$ cat src/rtl/regfile_pkg.sv
// Shared constants and helpers for the tinyCPU register file with load scoreboard.
package regfile_pkg;

  localparam int unsigned DW_DEF   = 8;
  localparam int unsigned AW_DEF   = 3;
  localparam int unsigned ZERO_REG = 0;

  // Outstanding-load count after one cycle: at most one set and one clear per edge.
  function automatic int unsigned pend_cnt_next(input int unsigned cnt,
                                                input logic        set,
                                                input logic        clr);
    return cnt + {31'b0, set} - {31'b0, clr};
  endfunction

endpackage

$ cat src/rtl/regfile_rdport.sv
// One combinational read port: zero register, optional write-back bypass (M over E), ready flag.
module regfile_rdport
  import regfile_pkg::*;
#(
  parameter int unsigned DW     = DW_DEF,
  parameter int unsigned AW     = AW_DEF,
  parameter int unsigned BYPASS = 1
) (
  input  logic [AW-1:0] src,
  input  logic [AW-1:0] dstM,
  input  logic [DW-1:0] M,
  input  logic [AW-1:0] dstE,
  input  logic [DW-1:0] E,
  input  logic [DW-1:0] rf_val,
  input  logic          pend,
  output logic [DW-1:0] data_c,
  output logic          rdy_c
);

  // A load write-back on dstM satisfies a pending operand in the same cycle when bypassing.
  always_comb begin
    data_c = rf_val;
    rdy_c  = !pend;
    if (src == AW'(ZERO_REG)) begin
      data_c = '0;
    end else if (BYPASS != 0) begin
      if (src == dstM) begin
        data_c = M;
        rdy_c  = 1'b1;
      end else if (src == dstE) begin
        data_c = E;
      end
    end
  end

endmodule

$ cat src/rtl/regfile_sb.sv
// Two-read / two-write register file with per-register pending-load scoreboard.
module regfile_sb
  import regfile_pkg::*;
#(
  parameter int unsigned DW     = DW_DEF,
  parameter int unsigned AW     = AW_DEF,
  parameter int unsigned BYPASS = 1
) (
  input  logic          clk,
  input  logic          rst,
  input  logic [AW-1:0] srcA,
  input  logic [AW-1:0] srcB,
  output logic [DW-1:0] A,
  output logic [DW-1:0] B,
  output logic          A_rdy,
  output logic          B_rdy,
  input  logic [AW-1:0] dstM,
  input  logic [DW-1:0] M,
  input  logic [AW-1:0] dstE,
  input  logic [DW-1:0] E,
  input  logic [AW-1:0] claim,
  output logic          claim_busy,
  output logic [AW:0]   pend_cnt
);

  localparam int unsigned NREG = 2**AW;

  logic [DW-1:0]   rf_q [NREG];
  logic [NREG-1:0] pend_q;
  logic [NREG-1:0] pend_d;
  logic            set_c;
  logic            clr_c;

  // Scoreboard update: the write-back clear lands before the claim set.
  always_comb begin
    clr_c      = (dstM != AW'(ZERO_REG)) && pend_q[dstM];
    claim_busy = pend_q[claim] &&
                 !((BYPASS != 0) && (dstM == claim) && (dstM != AW'(ZERO_REG)));
    set_c      = (claim != AW'(ZERO_REG)) && !claim_busy;
    pend_d     = pend_q;
    if (clr_c) pend_d[dstM] = 1'b0;
    if (set_c) pend_d[claim] = 1'b1;
    pend_d[ZERO_REG] = 1'b0;
  end

  always_ff @(posedge clk or posedge rst) begin
    if (rst) begin
      pend_q   <= '0;
      pend_cnt <= '0;
    end else begin
      pend_q   <= pend_d;
      pend_cnt <= (AW+1)'(pend_cnt_next(32'(pend_cnt), set_c, clr_c));
    end
  end

  // M wins over E on a shared destination; r0 is never written.
  always_ff @(posedge clk or posedge rst) begin
    if (rst) begin
      for (int i = 0; i < int'(NREG); i++) rf_q[i] <= '0;
    end else begin
      if (dstM != AW'(ZERO_REG)) rf_q[dstM] <= M;
      if ((dstE != AW'(ZERO_REG)) && (dstE != dstM)) rf_q[dstE] <= E;
    end
  end

  regfile_rdport #(.DW(DW), .AW(AW), .BYPASS(BYPASS)) u_rd_a (
    .src    (srcA),
    .dstM   (dstM),
    .M      (M),
    .dstE   (dstE),
    .E      (E),
    .rf_val (rf_q[srcA]),
    .pend   (pend_q[srcA]),
    .data_c (A),
    .rdy_c  (A_rdy)
  );

  regfile_rdport #(.DW(DW), .AW(AW), .BYPASS(BYPASS)) u_rd_b (
    .src    (srcB),
    .dstM   (dstM),
    .M      (M),
    .dstE   (dstE),
    .E      (E),
    .rf_val (rf_q[srcB]),
    .pend   (pend_q[srcB]),
    .data_c (B),
    .rdy_c  (B_rdy)
  );

endmodule
$ cat config.mk
export PLATFORM = sky130hd
export DESIGN_NAME = regfile_sb
export DESIGN_NICKNAME = d
export VERILOG_FILES = /design/src/rtl/regfile_pkg.sv /design/src/rtl/regfile_rdport.sv /design/src/rtl/regfile_sb.sv
export SDC_FILE = /design/constraint.sdc
export NUM_CORES = 1
export LEC_CHECK = 0
export ABC_AREA = 1
export CAP_MARGIN = 15
export CORE_MARGIN = 2
export CORE_UTILIZATION = 38
export CTS_CLUSTER_DIAMETER = 120
export CTS_CLUSTER_SIZE = 40
export DETAILED_ROUTE_END_ITERATION = 16
export PLACE_DENSITY = 0.59
export SLEW_MARGIN = 5
export SYNTH_ARGS = -nofsm -noshare
export SYNTH_HDL_FRONTEND = slang
export SYNTH_SLANG_ARGS = --single-unit
$ cat constraint.sdc
create_clock -name clk -period 2.8 [get_ports clk]
set_clock_uncertainty 0.05 [all_clocks]
set_input_delay 0.56 -clock clk [delete_from_list [all_inputs] [get_ports clk]]
set_output_delay 0.56 -clock clk [all_outputs]
set_load 0.005 [all_outputs]
==> After elaboration in Yosys (flattened, before gate mapping) <==
Cells that the tools add are included.
{ "totals": {"ff_bits": 75, "latch_bits": 0, "mem_bits_rw": 0, "rom_bits": 0, "input_bits": 33, "word_cells": 93, "n_memories": 0} }
{ "classes": {"n_addsub": 2, "n_mul": 0, "n_div": 0, "magnitude_cmp": 12, "n_eq_ne": 6, "n_shift": 0, "n_mux": 38, "bitwise": 7, "reduce_logical": 18} }
{ "op_table": {"columns": ["cell", "n"], "rows": [
  ["bitwise mux 64 bit", 2],
  ["two-way mux 64 bit", 2],
  ["two-way mux 8 bit", 14],
  ["binary-select mux 8 bit (select 3 bit)", 2],
  ["demux 8 bit (select 3 bit)", 2],
  ["greater-or-equal comparator 4 bit, second input constant", 4],
  ["less-than comparator 3 x 4 -> 1 bit, second input constant", 4],
  ["inverter 3 -> 4 bit", 4],
  ["== test 3 bit", 5],
  ["binary-select mux 1 bit (select 3 bit)", 4],
  ["two-way mux 1 bit", 10],
  ["logical AND 1 bit", 9],
  ["nonzero test 3 bit", 3],
  ["bitwise AND 8 bit", 1],
  ["less-than comparator 4 x 1 -> 1 bit, second input constant", 2],
  ["inverter 8 bit", 1],
  ["OR 8 bit", 1],
  ["demux 1 bit (select 3 bit)", 2],
  ["greater-or-equal comparator 3 x 1 -> 1 bit, second input constant", 2],
  ["zero test 3 bit", 2],
  ["adder 4 x 1 -> 4 bit", 1],
  ["zero test 1 bit", 4],
  ["subtractor 4 x 1 -> 4 bit", 1],
  ["!= test 3 bit", 1]
]} }

==> Longest topological paths before layout <==
{ "depth": {"depth_word": 9, "depth_mapped": 14, "depth_no_buf": 14} }

==> Modules after synthesis <==
A second synthesis with hierarchy kept.
{ "unflattened": {"cells_unflattened": 981, "area_unflattened_um2": 6286.0} }
{ "by_module_without_submodules": {"columns": ["mod", "instances", "cells_per_inst", "area_per_inst_um2"], "rows": [
  ["regfile_sb", 1, 785, 5260.0],
  ["regfile_rdport", 2, 98, 513.0]
]} }

==> Least setup slack after synthesis <==
OpenSTA, ideal clock, no wires.
{ "synth_timing": {"path_kind": "in2reg", "from": "in dstM[1]", "to": "reg pend_cnt[2]", "setup_time_ns": 0.124, "t_arrival_ns": 2.471, "t_required_ns": 2.626, "path_slack_ns": 0.155, "path_stages": 12, "n_path_buf": 2, "cell_sequence": "buf_6 > inv_4 > nand3_1 > buf_4 > inv_1 > a22oi_1 > nand4_1 > ha_1 > inv_1 > ha_1 > fa_1 > xor2_1"} }
{ "synth_between": {"elab_chain_cells": 8, "word_cells_on_any_way": 12, "classes_between": "2 x add/sub; 1 x eq/ne; 2 x mux; 7 x reduce/logical"} }
{ "synth_lines": {"columns": ["item", "line_no", "text"], "rows": [
  ["start: declaration", "regfile_sb.sv:17", "input logic [AW-1:0] dstM,"],
  ["== test 3 bit or nonzero test 3 bit (tied branches)", "regfile_sb.sv:38, regfile_sb.sv:36", null],
  ["logical AND 1 bit", "regfile_sb.sv:38", "!((BYPASS != 0) && (dstM == claim) && (dstM != AW'(ZERO_REG)));"],
  ["zero test 1 bit", "regfile_sb.sv:38", null],
  ["logical AND 1 bit", "regfile_sb.sv:37", "claim_busy = pend_q[claim] &&"],
  ["zero test 1 bit", "regfile_sb.sv:39", "set_c = (claim != AW'(ZERO_REG)) && !claim_busy;"],
  ["logical AND 1 bit", "regfile_sb.sv:39", null],
  ["adder 4 x 1 -> 4 bit", "regfile_pkg.sv:12", "return cnt + {31'b0, set} - {31'b0, clr};"],
  ["subtractor 4 x 1 -> 4 bit (*)", "regfile_pkg.sv:12", null],
  ["end signal: assignment", "regfile_sb.sv:52", "pend_cnt <= (AW+1)'(pend_cnt_next(32'(pend_cnt), set_c, clr_c));"],
  ["end: declaration", "regfile_sb.sv:23", "output logic [AW:0] pend_cnt"]
]} }
Mark *: on every way between the ends. The rest lies on a longest branch, timed or not. The select of a mux whose other input is x is not followed.

==> Worst setup path after layout <==
{ "layout_timing": {"from": "in srcA[2]", "to": "out A[6]"} }
{ "layout_between": {"elab_chain_cells": 7, "word_cells_on_any_way": 10, "classes_between": "2 x eq/ne; 6 x mux; 1 x bitwise; 1 x reduce/logical"} }
{ "layout_lines": {"columns": ["item", "line_no", "text"], "rows": [
  ["start: declaration", "regfile_sb.sv:11", "input logic [AW-1:0] srcA,"],
  ["inverter 3 -> 4 bit (not written as such)", "regfile_sb.sv:72", ".rf_val (rf_q[srcA]),"],
  ["binary-select mux 8 bit (select 3 bit)", "regfile_sb.sv:72", null],
  ["two-way mux 8 bit (not written as such) (2 in a row)", "regfile_sb.sv:72", null],
  ["two-way mux 8 bit", "regfile_rdport.sv:30", "end else if (src == dstE) begin"],
  ["two-way mux 8 bit", "regfile_rdport.sv:27", "if (src == dstM) begin"],
  ["two-way mux 8 bit (*)", "regfile_rdport.sv:24", "if (src == AW'(ZERO_REG)) begin"],
  ["end: declaration", "regfile_sb.sv:13", "output logic [DW-1:0] A,"]
]} }
Marked as above.

==> flow_summary_export.csv <==
group,metric,value,unit
worst_setup_path,r2r_cells,13,
routing,drt-pass1-iter-count,5,
yosys,netlist_area,6037,µm²
floorplan,ios,56,
clocking,cts_sinks,75,
clocking,cts.clk_slew.worst_paths,0.06,ns
finish,drive_gt1_frac,0.1943,
placement,hpwl,15.02,mm
status,outcome,"finished clean",
routing,dr.first_iter.drc_count,617,
power_and_ir_drop,ir_drop,0.3058,mV
floorplan,die_x,130.0,µm
floorplan,rows,46,
finish,antenna_cells,0,
yosys,syn_inst,913,
finish,n_fill_cell,1615,
run,max-cap-violations,0,
grt,grt_max_degree,46,
power_and_ir_drop,p_leak,0.004029,µW
floorplan,core_area,15710,µm²
finish,nets,1057,
grt,grt_antenna_before_repair,0,
yosys,syn_nets,951,
sta,worst_slew_pin_slew,0.3702,ns
finish,register_area,1877,µm²
sta,finalSetupTns,0,ns
routing,ant_nets,0,
routing,wl_per_cell,17.15,µm
worst_setup_path,critPathRequiredTime,2.19,ns
routing,num_vias,6384,
placement,port_buffers,55,
worst_setup_path,crit_arrival,2.12,ns
sta,min_period_over_period,0.9763,
clocking,cts-root-buf,"clkbuf_16",
sta,clock.fmax,0.3658,GHz
clocking,hold_buffers,0,
grt,grt_pass1_vias,5877,
finish,layout_common_cells,"283 x nand2_1, 117 x inv_1, 115 x nand3_1",
sta,finalSetupViolCount,0,
yosys,synth_cell_type_count,34,
routing,drt_wl_total,21.26,mm
clocking,numCtsBuffers,9,
floorplan,die-area,16910,µm²
worst_setup_path,worstSetupEndpointType,"primary output",
clocking,clockBufferDepth,2,
yosys,ys_ff_latch,75,
floorplan,die_height,130.0,µm
yosys,yosysWarningCount,0,
sta,rsz0062_at_grt,"no",
yosys,avgSynthCellArea,6.612,µm²
placement,globalplace.congestion,0.9205,
worst_setup_path,worst-path-max-fanout,4,
worst_setup_path,cp-start-kind,"input port",
routing,vias_per_cell,5.148,
worst_setup_path,path_class,"input port to primary output",
grt,grt.overflow.total,0,
finish,area_growth,29.58,%
finish,final_common_cell,"nand2_1",
hold_path,hold_depth,0,
yosys,synth-seq-area-share,0.3109,
power_and_ir_drop,power_density,531.9,nW/µm²
routing,drc_errors,0,
sta,period_minus_slack,2.734,ns
clocking,insertion_delay,0.35,ns
sta,slew_headroom,0.7529,
clocking,htreeDepth,3,
grt,grt_pass1_wl,33.20,mm
grt,grt_use_total,0.2627,
floorplan,initial_core_util,0.3842,
clocking,cts_tree,"built",
hold_path,holdCritPathClass,"flip-flop to flip-flop",
finish,multi_input_area,3502,µm²
sta,final_max_slew_viol_count,0,
power_and_ir_drop,total_power,4161,µW
sta,final-hold-violation-count,0,
-- repair_timing --
action,in CTS,in global routing
pin swaps,8,2
gates cloned,3,0
buffers inserted,5,4
gates resized for setup,82,15
setup endpoints to repair,20,9
-- metal layers --
layer,routed length (µm),vias up,GRT usage
met2,9237,295,0.3881
met5,0,-,0
met1,9415,2869,0.3720
met4,632,0,0.1069
li1,-,3174,-
met3,1979,46,0.05904
-- flip-flops by register name (all words and copies together) (netlist names) --
| register | flops |
|---|---|
| pend_cnt | 4 |
| pend_q | 7 |
| rf_q | 64 |
-- through the flow --
| stage | setup slack [ns] | util | cell area, µm² | hold WS [ns] | cells |
|---|---|---|---|---|---|
| floorplan | 0.1549 | - | 6037 | 0.3790 | 913 |
| global placement | -0.4810 | 0.4601 | 7229 | 0.3159 | 1212 |
| detailed placement | -0.4919 | 0.4601 | 7229 | 0.3156 | 1212 |
| CTS | 0.003823 | 0.4952 | 7781 | 0.3302 | 1236 |
| global route | 0.005898 | 0.4979 | 7823 | 0.3513 | 1240 |
| finish | 0.06637 | 0.4979 | 7823 | 0.3248 | 1240 |
-- cells by family after synthesis --
group | Yosys count | share of synthesized area
adder cells (fa/ha/maj) | 5 | 0.01161
AND/OR/NAND/NOR | 458 | 0.3409
flip-flops | 75 | 0.3109
AO/OA/AOI/OAI | 171 | 0.1575
XOR/XNOR | 17 | 0.03834
buffers and inverters | 187 | 0.1407
-- layout make-up --
type	instances	area share
clock buffers	11	0.02975
clock inverters	5	0.007997
inverters	127	0.06238
multi-input cells	653	0.4477
flip-flops and latches	75	0.2399
well taps	216	0.03455
repair buffers	153	0.1777
-- worst max-delay path, cell delays in order --
cell	delay (ns)
dlygate4sd2_1	0.29
buf_6	0.16
xnor2_4	0.26
nand3_4	0.14
buf_4	0.18
nand2_1	0.07
inv_1	0.04
a21oi_1	0.16
dlygate4sd2_1	0.26
-- synthesized netlist by cell type --
master | number | area (µm²)
buf_2 | 21 | 105.1
o21ai_1 | 38 | 190.2
nand2_4 | 7 | 78.83
o21ai_0 | 83 | 415.4
o22ai_1 | 3 | 18.77
nand3_4 | 1 | 17.52
nor3_1 | 6 | 30.03
a32o_1 | 2 | 20.02
clkbuf_2 | 1 | 5.000
o21ai_2 | 19 | 166.4
o32ai_1 | 2 | 17.52
inv_4 | 3 | 18.77
nand4_1 | 18 | 112.6
buf_8 | 3 | 45.04
inv_1 | 119 | 446.7
xnor2_2 | 1 | 16.27
xnor2_1 | 10 | 87.58
nand2_2 | 5 | 31.28
fa_1 | 1 | 20.02
buf_4 | 5 | 37.54
dfrtp_1 | 75 | 1877
clkbuf_1 | 22 | 82.58
xor2_1 | 2 | 17.52
buf_6 | 8 | 90.09
nand3_1 | 126 | 630.6
xnor2_4 | 4 | 110.1
nor3_2 | 1 | 10.01
inv_2 | 5 | 18.77
nand2_1 | 283 | 1062
ha_1 | 4 | 50.05
a21oi_1 | 23 | 115.1
nand3_2 | 7 | 70.07
a22oi_1 | 1 | 7.510
nor2_1 | 4 | 15.01
-- path summary, 6_finish.rpt --
| check | from | endpoint | slack (ns) |
|---|---|---|---|
| worst min register to register | rf_q[59] | rf_q[59] | 0.32 |
| worst min-delay path | rf_q[59] | rf_q[59] | 0.32 |
| worst max-delay path | srcA[2] | A[6] | 0.07 |
| min in group asynchronous | rst | rf_q[32] | 0.37 |
| worst max register to register | pend_q[2] | pend_cnt[2] | 0.54 |
| max in group asynchronous | rst | rf_q[57] | 1.77 |
-- report_power, final --
group	switching, µW	internal (µW)
registers	112	1280
logic	881	694
clock network	493	696
Note: power is estimated with default switching activity, not from simulation.
